<file path="src/rtl/act_pwl_if.sv">
// Valid/ready stream bundle for the PLAN activation unit: one input
// channel (i_*) and one output channel (o_*).
interface act_pwl_if #(
    parameter int WIDTH = 16
);
    logic [WIDTH-1:0] i_x;
    logic             i_mode;
    logic             i_valid;
    logic             i_ready;
    logic [WIDTH-1:0] o_y;
    logic             o_valid;
    logic             o_ready;

    modport master (
        output i_x, i_mode, i_valid, o_ready,
        input  i_ready, o_y, o_valid
    );

    modport slave (
        input  i_x, i_mode, i_valid, o_ready,
        output i_ready, o_y, o_valid
    );
endinterface

</file>
<file path="src/rtl/act_pwl.sv">
// Three-stage piecewise-linear sigmoid/tanh unit with a global stall:
// pre-scale/abs, segment select, then symmetry fold and tanh rescale.
module act_pwl #(
    parameter int WIDTH = 16,
    parameter int FRAC  = 12
) (
    input  logic      clk,
    input  logic      rst,
    act_pwl_if.slave  bus
);

    localparam int W1 = WIDTH + 1;

    localparam logic [WIDTH-1:0] S_MAX   = {1'b0, {(WIDTH-1){1'b1}}};
    localparam logic [WIDTH-1:0] S_MIN   = {1'b1, {(WIDTH-1){1'b0}}};
    localparam logic [WIDTH:0]   ONE     = W1'(1)  << FRAC;
    localparam logic [WIDTH:0]   HALF    = W1'(1)  << (FRAC - 1);
    localparam logic [WIDTH:0]   TH_HI   = W1'(5)  << FRAC;
    localparam logic [WIDTH:0]   TH_MID  = W1'(19) << (FRAC - 3);
    localparam logic [WIDTH:0]   OFF_HI  = W1'(27) << (FRAC - 5);
    localparam logic [WIDTH:0]   OFF_MID = W1'(5)  << (FRAC - 3);

    logic adv;

    logic             v1_q;
    logic             neg1_q, neg1_d;
    logic             mode1_q;
    logic [WIDTH-1:0] a1_q, a1_d;

    logic             v2_q;
    logic             neg2_q;
    logic             mode2_q;
    logic [WIDTH:0]   s2_q, s2_d;

    logic             o_valid_q;
    logic [WIDTH-1:0] o_y_q, o_y_d;

    logic [WIDTH:0]   x2;
    logic [WIDTH-1:0] xs;
    logic [WIDTH:0]   ae;
    logic [WIDTH:0]   sig;

    // Every stage moves together; a held output freezes the whole pipe.
    assign adv         = ~o_valid_q | bus.o_ready;
    assign bus.i_ready = adv;
    assign bus.o_valid = o_valid_q;
    assign bus.o_y     = o_y_q;

    always_comb begin
        x2 = {bus.i_x, 1'b0};
        xs = bus.i_x;
        if (bus.i_mode) begin
            if (x2[WIDTH] != x2[WIDTH-1]) begin
                xs = x2[WIDTH] ? S_MIN : S_MAX;
            end else begin
                xs = x2[WIDTH-1:0];
            end
        end
        neg1_d = xs[WIDTH-1];
        a1_d   = xs;
        if (neg1_d) begin
            a1_d = (xs == S_MIN) ? S_MAX : -xs;
        end
    end

    always_comb begin
        ae = {1'b0, a1_q};
        if (ae >= TH_HI) begin
            s2_d = ONE;
        end else if (ae >= TH_MID) begin
            s2_d = (ae >> 5) + OFF_HI;
        end else if (ae >= ONE) begin
            s2_d = (ae >> 3) + OFF_MID;
        end else begin
            s2_d = (ae >> 2) + HALF;
        end
    end

    // tanh(x) = 2*sigmoid(2x) - 1; the final subtraction may wrap into the sign bit.
    always_comb begin
        sig   = neg2_q ? (ONE - s2_q) : s2_q;
        o_y_d = mode2_q ? WIDTH'((sig << 1) - ONE) : WIDTH'(sig);
    end

    always_ff @(posedge clk) begin
        if (rst) begin
            v1_q      <= 1'b0;
            neg1_q    <= 1'b0;
            mode1_q   <= 1'b0;
            a1_q      <= '0;
            v2_q      <= 1'b0;
            neg2_q    <= 1'b0;
            mode2_q   <= 1'b0;
            s2_q      <= '0;
            o_valid_q <= 1'b0;
            o_y_q     <= '0;
        end else if (adv) begin
            v1_q      <= bus.i_valid;
            v2_q      <= v1_q;
            o_valid_q <= v2_q;
            if (bus.i_valid) begin
                neg1_q  <= neg1_d;
                mode1_q <= bus.i_mode;
                a1_q    <= a1_d;
            end
            if (v1_q) begin
                neg2_q  <= neg1_q;
                mode2_q <= mode1_q;
                s2_q    <= s2_d;
            end
            if (v2_q) begin
                o_y_q <= o_y_d;
            end
        end
    end

endmodule
</file>
<file path="src/flat_wrapper.sv">
// flat-port wrapper written by rule: the top's interface ports become plain ports
module act_pwl_flat 
#(
    parameter int WIDTH = 16,
    parameter int FRAC  = 12
)
  (clk, rst, bus_i_x, bus_i_mode, bus_i_valid, bus_o_ready, bus_i_ready, bus_o_y, bus_o_valid);
  act_pwl_if #(.WIDTH(WIDTH)) bus_i ();
  input  logic clk;
  input  logic rst;
  input wire logic [$bits(bus_i.i_x)-1:0] bus_i_x;
  input wire logic [$bits(bus_i.i_mode)-1:0] bus_i_mode;
  input wire logic [$bits(bus_i.i_valid)-1:0] bus_i_valid;
  input wire logic [$bits(bus_i.o_ready)-1:0] bus_o_ready;
  output wire logic [$bits(bus_i.i_ready)-1:0] bus_i_ready;
  output wire logic [$bits(bus_i.o_y)-1:0] bus_o_y;
  output wire logic [$bits(bus_i.o_valid)-1:0] bus_o_valid;
  assign bus_i.i_x = bus_i_x;
  assign bus_i.i_mode = bus_i_mode;
  assign bus_i.i_valid = bus_i_valid;
  assign bus_i.o_ready = bus_o_ready;
  assign bus_i_ready = bus_i.i_ready;
  assign bus_o_y = bus_i.o_y;
  assign bus_o_valid = bus_i.o_valid;
  act_pwl #(.WIDTH(WIDTH), .FRAC(FRAC)) u_core (.clk(clk), .rst(rst), .bus(bus_i));
endmodule
</file>
<file path="config.mk">
export PLATFORM = sky130hd
export DESIGN_NAME = act_pwl_flat
export DESIGN_NICKNAME = d
export VERILOG_FILES = /design/src/rtl/act_pwl_if.sv /design/src/rtl/act_pwl.sv /design/src/flat_wrapper.sv
export SDC_FILE = /design/constraint.sdc
export NUM_CORES = 1
export LEC_CHECK = 0
export BUFFER_PORTS_ARGS = -buffer_cell sky130_fd_sc_hd__buf_2
export CAP_MARGIN = 20
export CORE_UTILIZATION = 36
export CTS_CLUSTER_SIZE = 40
export DETAILED_ROUTE_END_ITERATION = 6
export GPL_ROUTABILITY_DRIVEN = 1
export MAX_ROUTING_LAYER = met4
export PLACE_DENSITY = 0.57
export SYNTH_ARGS = -nofsm -noshare
export SYNTH_HDL_FRONTEND = slang
export SYNTH_SLANG_ARGS = --single-unit
</file>
<file path="constraint.sdc">
create_clock -name clk -period 3.3 [get_ports clk]
set_clock_uncertainty 0.15 [all_clocks]
set_input_delay 0.495 -clock clk [delete_from_list [all_inputs] [get_ports clk]]
set_output_delay 0.495 -clock clk [all_outputs]
set_load 0.01 [all_outputs]
</file>
==> results of run 1 <==
==> kinds of logic after synthesis <==
| group | Yosys count | share of synthesized area |
|---|---|---|
| simple gates | 161 | 0.215 |
| compound gates | 119 | 0.217 |
| flops | 54 | 0.299 |
| buf+inv | 53 | 0.0607 |
| mux | 32 | 0.0887 |
| xor+xnor | 29 | 0.0704 |
| fa+ha+maj | 14 | 0.0485 |
==> metal layers <==
metal	vias up	GRT usage
met3	7	0.0267
met1	1492	0.200
met5	-	-
met2	49	0.305
li1	1713	-
met4	0	0.0330
==> tightest hold or removal path, delay by kind of cell, from the launching register on <==
family           cells  cell delay [ps]
AO/OA/AOI/OAI        1               50
AND/OR/NAND/NOR      1               50
flip-flops           1              320
==> power groups by stage <==
stage	Sequential, mW	Clock, mW	Combinational (mW)
after floorplan	0.739	0	0.339
after global placement	0.754	0	0.431
after detailed placement	0.755	0	0.436
after CTS	0.740	0.453	0.438
after global routing	0.747	0.472	0.488
final	0.739	0.435	0.435
==> state kept, by name, summed over array words and instances, names as in the netlist <==
register,cells
u_core.a1_q,16
u_core.v1_q,1
u_core.s2_q,15
u_core.v2_q,1
u_core.neg2_q,1
u_core.bus.o_y,16
u_core.bus.o_valid,1
u_core.mode2_q,1
u_core.mode1_q,1
u_core.neg1_q,1
==> cell type report <==
class / count / area [sq um] / share of cell area
clock inverter: 1 / 30.0 / 0.00743
clock buffer: 7 / 76.3 / 0.0189
multi-input combinational: 355 / 2310 / 0.572
sequential: 54 / 1080 / 0.267
timing repair buffer: 51 / 288 / 0.0712
tap: 133 / 166 / 0.0412
inverter: 24 / 90.1 / 0.0223
==> cells in the mapped netlist (7+ instances only) <==
cell type,instances
ha_1,14
a211oi_1,15
mux2i_1,32
a32o_1,7
a21oi_1,43
nor3_1,14
o21ai_0,12
dfxtp_1,54
xnor2_1,18
inv_1,23
nand2b_1,8
xor2_1,11
clkbuf_1,18
nor2_1,55
nand2_1,47
a31oi_1,14
==> cell usage in the layout, fill, tap and decap left out, drive strengths merged, types with 4 or more instances in the layout <==
master	n
o31ai	4
nand2b	8
inv	23
xnor2	18
nor2	55
xor2	11
dfxtp	54
nand3	5
o21ai	12
a32o	7
nor3	14
a211oi	15
buf	51
nor3b	4
clkbuf	7
mux2i	32
o211ai	4
nor4	8
ha	14
and2	4
nor2b	4
a21oi	43
nand4	4
nand2	47
a41oi	4
a31oi	15
==> worst paths after layout <==
kind	start	end	slack, ps	cells after the start
setup reg to reg	u_core.a1_q[12]	u_core.s2_q[12]	730	7
setup / recovery	u_core.a1_q[12]	u_core.s2_q[12]	730	7
hold reg to reg	u_core.bus.o_y[1]	u_core.bus.o_y[1]	300	2
hold / removal	u_core.bus.o_y[1]	u_core.bus.o_y[1]	300	2
==> metrics by stage <==
| stage | area, sq um | total power [mW] |
|---|---|---|
| after global routing | 4040 | 1.71 |
| after global placement | 3940 | 1.18 |
| after floorplan | 3610 | 1.08 |
| after CTS | 4040 | 1.63 |
| after detailed placement | 3940 | 1.19 |
| final | 4040 | 1.61 |
==> results.json, run 1 <==
{
  "layout_min_cycle_time_ps": 2570,
  "fillers": 1038,
  "htreeDepth": 2,
  "dr.pass1.iters": 4,
  "totalWireLength_microns": 8230,
  "ant_nets": 0,
  "worst_pin_slew_ps": 933,
  "finalHoldViolCount": 0,
  "io_pins": 39,
  "stdcell_count": 625,
  "grt_pass1_vias": 2946,
  "drtIter0Drc": 100,
  "die-area_sq_mm": 0.0104,
  "wl_met1_microns": 3870,
  "fmax_ghz": 0.389,
  "syn_area_sq_mm": 0.00361,
  "worstSetupPathType": "flop to flop",
  "clock-sinks": 54,
  "tns_ps": 0,
  "min_path_type": "flop to flop",
  "clk-insertion-delay-late_ps": 310,
  "vias": 3261,
  "critPathSlowestCell": "nand3_1",
  "viasPerCell": 5.22,
  "max_cap_violations": 0,
  "dp_cells": 617,
  "min_period_over_period": 0.779,
  "cts_tree": "done",
  "p_leak_nw": 1.57,
  "ctsHoldBuffers": 0,
  "yosys-top-cells-area": "dfxtp_1 30%, mux2i_1 8.9%, a21oi_1 6.0%, nor2_1 5.7%, nand2_1 4.9%",
  "crit_buf_inv": 0,
  "crit_family": "simple AND/OR/NAND/NOR gates",
  "initial_utilization": 0.371,
  "ys_warn_count": 0,
  "cts_buffer_depth": 2,
  "grt_overflow": 0,
  "p_seq_frac": 0.459,
  "crit_fanout": 14,
  "p_sw_mw": 0.510,
  "ir_drop_v": 0.000172,
  "antenna_found_initial": 0,
  "wl_per_cell_microns": 13.2,
  "core_sq_mm": 0.00973,
  "clock_power_share": 0.270,
  "layout_setup_ws_ps": 728,
  "cts_root_buf": "clkbuf_8",
  "rsz0062_at_grt": "false",
  "grt_pass1_wl_microns": 13800,
  "netlist_instances": 462,
  "rows": 36,
  "synth_top_area_cell": "dfxtp_1",
  "critPathLaunchType": "flop",
  "nets": 526,
  "grt_usage": 0.170,
  "maxSlewHeadroom": 0.377,
  "avgSynthCellArea_sq_um": 7.81,
  "ys_seq_area_frac": 0.299,
  "synth_edf_count": 0,
  "worstPathRequired_ps": 3370,
  "antennaDiodeCount": 0,
  "die_height_microns": 102,
  "whs_ps": 302,
  "synthFlopType": "dfxtp_1",
  "crit_path_frequent_cell": "mux2i_1",
  "comb_power_share": 0.270,
  "crit_chain": "ha_1 -> nor3b_1 -> nand4_1 -> nand3_1 -> mux2i_1 -> mux2i_1 -> a221oi_1",
  "swShare": 0.317,
  "drive_above_1_share": 0.134,
  "max_stage_delay_ps": 620,
  "wl_met3_microns": 215,
  "wl_met2_microns": 4060,
  "cp.arrival_ps": 2640,
  "yosys_register_bits": 54,
  "cts_buffers": 5,
  "finalSetupViolCount": 0,
  "syn_nets": 497,
  "portBuffers": 38,
  "area_growth_pct": 12.0,
  "postCtsSetupRepairBufs": 0,
  "async_flop_share": 0,
  "worstSetupEndpointType": "flop",
  "finalMaxSlewViolations": 0,
  "hpwl_microns": 6430,
  "power.internal_mw": 1.10,
  "ys_types": 49,
  "synth_top_area_share": 0.299,
  "clkTransAtPathRegs_ps": 90,
  "grt_max_degree": 29,
  "p_per_area_mw_per_mm2": 398,
  "globalplace.congestion": 0.959,
  "dp_slack_ps": 407,
  "cts_resized": 0,
  "fin_util": 0.415,
  "drc": 0,
  "die_w_microns": 102,
  "top_layer_used": "met4",
  "status": "completed"
}
Note: power is estimated with default switching activity, not from simulation.
==> run 2: changes to the inputs <==
clock period = 2.65 ns   (was 3.3 ns; I/O delays follow)
==> run 2 against run 1 <==
  * Global-route usage is 1.3 points higher
  * Total power grew 32%
  * First-iteration DRC count up 42%
  * Register-to-register slack got worse by 520 ps
  * Via count rose by 4.1%
  * Die area is the same
  * Non-clock buffer count up 27
  * Largest cell class unchanged
  * Largest power group unchanged
  * Critical endpoint is now u_core.bus.o_y[15]
  * Routed wire length rose by 3.7%
  * Critical path type unchanged
  * Maximum frequency grew 5.4%
  * Critical path depth fell by 1
==> results.json, run 2 (synthesis gave the netlist of run 1 again) <==
{
  "status": "completed",
  "reg2reg_slack_ps": 210,
  "stdcell_area_sq_mm": 0.00427,
  "postCtsSetupRepairBufs": 0,
  "antennaDiodeCount": 0,
  "cts_buffers": 5,
  "fmax_ghz": 0.410,
  "nets": 553,
  "worstSetupEndpointType": "flop",
  "die_w_microns": 102,
  "cts_resized": 0,
  "swShare": 0.322,
  "grt_overflow": 0,
  "hpwl_microns": 6730,
  "totalWireLength_microns": 8540,
  "drtIter0Drc": 142,
  "min_period_over_period": 0.921,
  "critPathLaunchType": "flop",
  "multi_input_area_sq_mm": 0.00232,
  "die_height_microns": 102,
  "rsz0062_at_grt": "false",
  "maxSlewHeadroom": 0.525,
  "r2r_start": "u_core.s2_q[6]",
  "finalHoldViolCount": 0,
  "grt_pass1_vias": 3163,
  "min_to": "u_core.bus.o_valid",
  "critPathSlowestCell": "nor4_2",
  "worst_pin_slew_ps": 713,
  "ant_nets": 0,
  "cts_root_buf": "clkbuf_8",
  "grt_pass1_wl_microns": 14700,
  "cp.arrival_ps": 2460,
  "finalSetupViolCount": 0,
  "fillers": 1029,
  "initial_utilization": 0.371,
  "vias": 3396,
  "power.internal_mw": 1.44,
  "dp_slack_ps": -113,
  "wl_per_cell_microns": 13.1,
  "drc": 0,
  "placed_area_sq_mm": 0.00415,
  "clk-insertion-delay-late_ps": 320,
  "htreeDepth": 2,
  "mostFrequentLayoutCell": "nor2_1",
  "mostFrequentLayoutCells": "55 x nor2_1, 54 x dfxtp_1, 47 x nand2_1",
  "finalMaxSlewViolations": 0,
  "io_pins": 39,
  "comb_power_share": 0.282,
  "area_growth_pct": 18.2,
  "dr.pass1.iters": 4,
  "whs_path_depth": 4,
  "fin_util": 0.439,
  "r2r_cells": 6,
  "rows": 36,
  "clock_power_share": 0.286,
  "whs_ps": 237,
  "stdcell_count": 652,
  "portBuffers": 38,
  "die-area_sq_mm": 0.0104,
  "max_stage_delay_ps": 560,
  "ctsHoldBuffers": 0,
  "clkTransAtPathRegs_ps": 110,
  "clock-sinks": 54,
  "p_leak_nw": 1.71,
  "hold_path_startpoint": "bus_o_ready",
  "grt_max_degree": 26,
  "crit_chain": "nor4_2 -> a41o_1 -> xnor2_1 -> or4_1 -> a31oi_1 -> a211oi_1",
  "regArea_sq_mm": 0.00108,
  "dp_cells": 644,
  "viasPerCell": 5.21,
  "tns_ps": 0,
  "ir_drop_v": 0.000251,
  "layout_setup_ws_ps": 210,
  "timing.rr.end": "u_core.bus.o_y[15]",
  "grt_usage": 0.183,
  "min_path_type": "input port to flop",
  "core_sq_mm": 0.00973,
  "p_sw_mw": 0.684,
  "antenna_found_initial": 0,
  "cts_tree": "done",
  "max_cap_violations": 0,
  "globalplace.congestion": 0.884,
  "crit_fanout": 6,
  "power_mw": 2.12,
  "p_per_area_mw_per_mm2": 497,
  "drive_above_1_share": 0.183,
  "worstSetupPathType": "flop to flop",
  "p_seq_frac": 0.433,
  "worstPathRequired_ps": 2670,
  "cts_buffer_depth": 2,
  "layout_min_cycle_time_ps": 2440
}
==> run 2: changes by cell type in the layout (fill, tap and decap cells not counted) <==
cell	change
buf_4	+27
clkbuf_8	+1
nor4_2	-1
nor4_4	+1
inv_6	+1
clkbuf_1	-2
==> run 2: how the worst max path moves through the flow <==
stage	endpoint	slack, ps	cells past startpoint	start
floorplan	u_core.a1_q[3]	40	13	bus_i_x[14]
global route	u_core.a1_q[13]	20	11	bus_i_x[14]
detailed placement	u_core.a1_q[12]	-110	14	bus_i_x[14]
finish	u_core.bus.o_y[15]	210	6	u_core.s2_q[6]
global placement	u_core.a1_q[12]	-50	14	bus_i_x[14]
CTS	u_core.bus.o_y[15]	210	6	u_core.s2_q[6]
==> run 2: power groups by stage <==
stage	combinational (mW)	sequential, mW	clock (mW)
after detailed placement	0.598	0.937	0
after CTS	0.601	0.918	0.617
after global routing	0.674	0.928	0.645
after floorplan	0.425	0.920	0
after global placement	0.589	0.936	0
final	0.597	0.918	0.606
==> run 2: routing by layer <==
layer	GRT usage	share of wire
met5	-	0
met4	0.0495	0.013
met1	0.216	0.47
met2	0.323	0.49
met3	0.0274	0.026
==> run 2: critical path: cells and delay by family (launching register included) <==
family | cells | cell delay, ps
AND/OR/NAND/NOR | 2 | 1100
AO/OA/AOI/OAI | 3 | 530
flip-flops | 1 | 390
XOR/XNOR | 1 | 130
==> run 2: cell type report <==
type                       count  share of cell area
sequential                    54               0.253
multi-input combinational    355               0.543
inverter                      24              0.0211
clock buffer                   6              0.0193
timing repair buffer          78               0.115
tap                          133              0.0390
clock inverter                 2             0.00909
==> run 3: changes to the inputs <==
GPL_ROUTABILITY_DRIVEN = not set   (was 1)
SETUP_SLACK_MARGIN = 0.5   (was not set)
==> run 3 against run 2 <==
  * Setup slack better by 260 ps
  * Global-route usage grew 0.051 points
  * Flip-flop and latch count stayed put
  * Total power up 1.8%
  * Worst hold slack improved by 17 ps
  * First-iteration DRC count is 42% lower
  * Sequential power grew 0.8%
==> results.json, run 3 (synthesis gave the netlist of run 1 again) <==
{
  "mostFrequentLayoutCell": "nor2_1",
  "min_period_over_period": 0.822,
  "crit_chain": "buf_8 -> inv_4 -> ha_4 -> and3b_2 -> nor3_2 -> buf_4 -> nor4_4 -> a31oi_1 -> xnor2_1 -> a221oi_2",
  "layout_min_cycle_time_ps": 2180,
  "initial_utilization": 0.371,
  "area_growth_pct": 32.2,
  "htreeDepth": 2,
  "p_per_area_mw_per_mm2": 453,
  "drc": 0,
  "dp_cells": 627,
  "layout_setup_ws_ps": 473,
  "portBuffers": 38,
  "ctsHoldBuffers": 0,
  "antennaDiodeCount": 0,
  "fmax_ghz": 0.459,
  "critPathSlowestCell": "nor4_4",
  "status": "completed",
  "totalWireLength_microns": 9210,
  "cts_buffers": 5,
  "dp_slack_ps": 82.4,
  "die-area_sq_mm": 0.0104,
  "ant_nets": 0,
  "worstPathRequired_ps": 2710,
  "regArea_sq_mm": 0.00111,
  "clkTransAtPathRegs_ps": 100,
  "cts_buffer_depth": 2,
  "hpwl_microns": 6660,
  "maxSlewHeadroom": 0.378,
  "fin_util": 0.490,
  "cts_root_buf": "clkbuf_8",
  "stdcell_count": 659,
  "grt_pass1_vias": 3140,
  "stdcell_area_sq_mm": 0.00477,
  "max_stage_delay_ps": 370,
  "nets": 560,
  "wl_per_cell_microns": 14.0,
  "viasPerCell": 5.25,
  "clk-insertion-delay-late_ps": 300,
  "grt_overflow": 0,
  "finalSetupViolCount": 0,
  "whs_ps": 255,
  "mostFrequentLayoutCells": "55 x nor2_1, 46 x nand2_1, 45 x dfxtp_1",
  "multi_input_area_sq_mm": 0.00267,
  "dr.pass1.iters": 4,
  "fillers": 979,
  "die_w_microns": 102,
  "drtIter0Drc": 83,
  "ir_drop_v": 0.000236,
  "clock-sinks": 54,
  "cts_tree": "done",
  "tns_ps": 0,
  "die_height_microns": 102,
  "worst_pin_slew_ps": 931,
  "globalplace.congestion": 0.789,
  "power_mw": 2.16,
  "crit_fanout": 7,
  "vias": 3459,
  "antenna_found_initial": 0,
  "p_leak_nw": 1.84,
  "min_path_type": "input port to flop",
  "placed_area_sq_mm": 0.00423,
  "core_sq_mm": 0.00973,
  "critPathLaunchType": "input port",
  "rsz0062_at_grt": "true",
  "rows": 36,
  "grt_max_degree": 27,
  "finalHoldViolCount": 0,
  "worstSetupEndpointType": "flop",
  "finalMaxSlewViolations": 0,
  "grt_usage": 0.184,
  "max_cap_violations": 0,
  "io_pins": 39,
  "grt_pass1_wl_microns": 14800,
  "cp.arrival_ps": 2240,
  "worstSetupPathType": "input port to flop",
  "drive_above_1_share": 0.317
}
-- run 3: changes by cell type in the layout (fill, tap and decap cells not counted), sizes merged --
cell	change
or2	+1
clkinvlp	+1
buf	+6
bufinv	-1
-- run 3: final timing paths --
| kind | from | to | slack [ps] | depth (start not counted) |
|---|---|---|---|---|
| max | bus_i_x[14] | u_core.a1_q[13] | 470 | 10 |
| min | bus_o_ready | u_core.v1_q | 250 | 4 |
| max reg2reg | u_core.s2_q[9] | u_core.bus.o_y[15] | 480 | 6 |
| min reg2reg | u_core.bus.o_y[1] | u_core.bus.o_y[1] | 310 | 2 |
-- run 3: final cells by class --
type                            instances  area share
Timing Repair Buffer                   84       0.132
Clock inverter                          2     0.00341
Inverter                               24      0.0199
Tap cell                              133      0.0349
Clock buffer                            6      0.0173
Multi-Input combinational cell        356       0.560
Sequential cell                        54       0.233
-- run 3: worst max-delay path, delay by kind of cell --
family / cells / cell delay, ps
compound gates: 2 / 410
xor+xnor: 1 / 160
fa+ha+maj: 1 / 250
buf+inv: 3 / 260
simple gates: 3 / 740
-- run 3: metal layers --
| metal | vias to the layer above | wire [microns] | global-route usage |
|---|---|---|---|
| li1 | 1775 | - | - |
| met3 | 8 | 212 | 0.0185 |
| met1 | 1627 | 4250 | 0.223 |
| met4 | 0 | 121 | 0.0363 |
| met2 | 49 | 4630 | 0.329 |
| met5 | - | 0 | - |
-- run 3: where the power goes --
group / total, mW / internal (mW) / switching, mW
sequential: 0.925 / 0.858 / 0.0670
combinational: 0.745 / 0.353 / 0.393
clock: 0.489 / 0.216 / 0.273
-- run 3: repair_timing --
action	in CTS	in global routing
pin swaps	17	23
cloned	2	0
gates resized for setup	31	28
endpoints found under the setup margin	31	35
buffers inserted	13	9
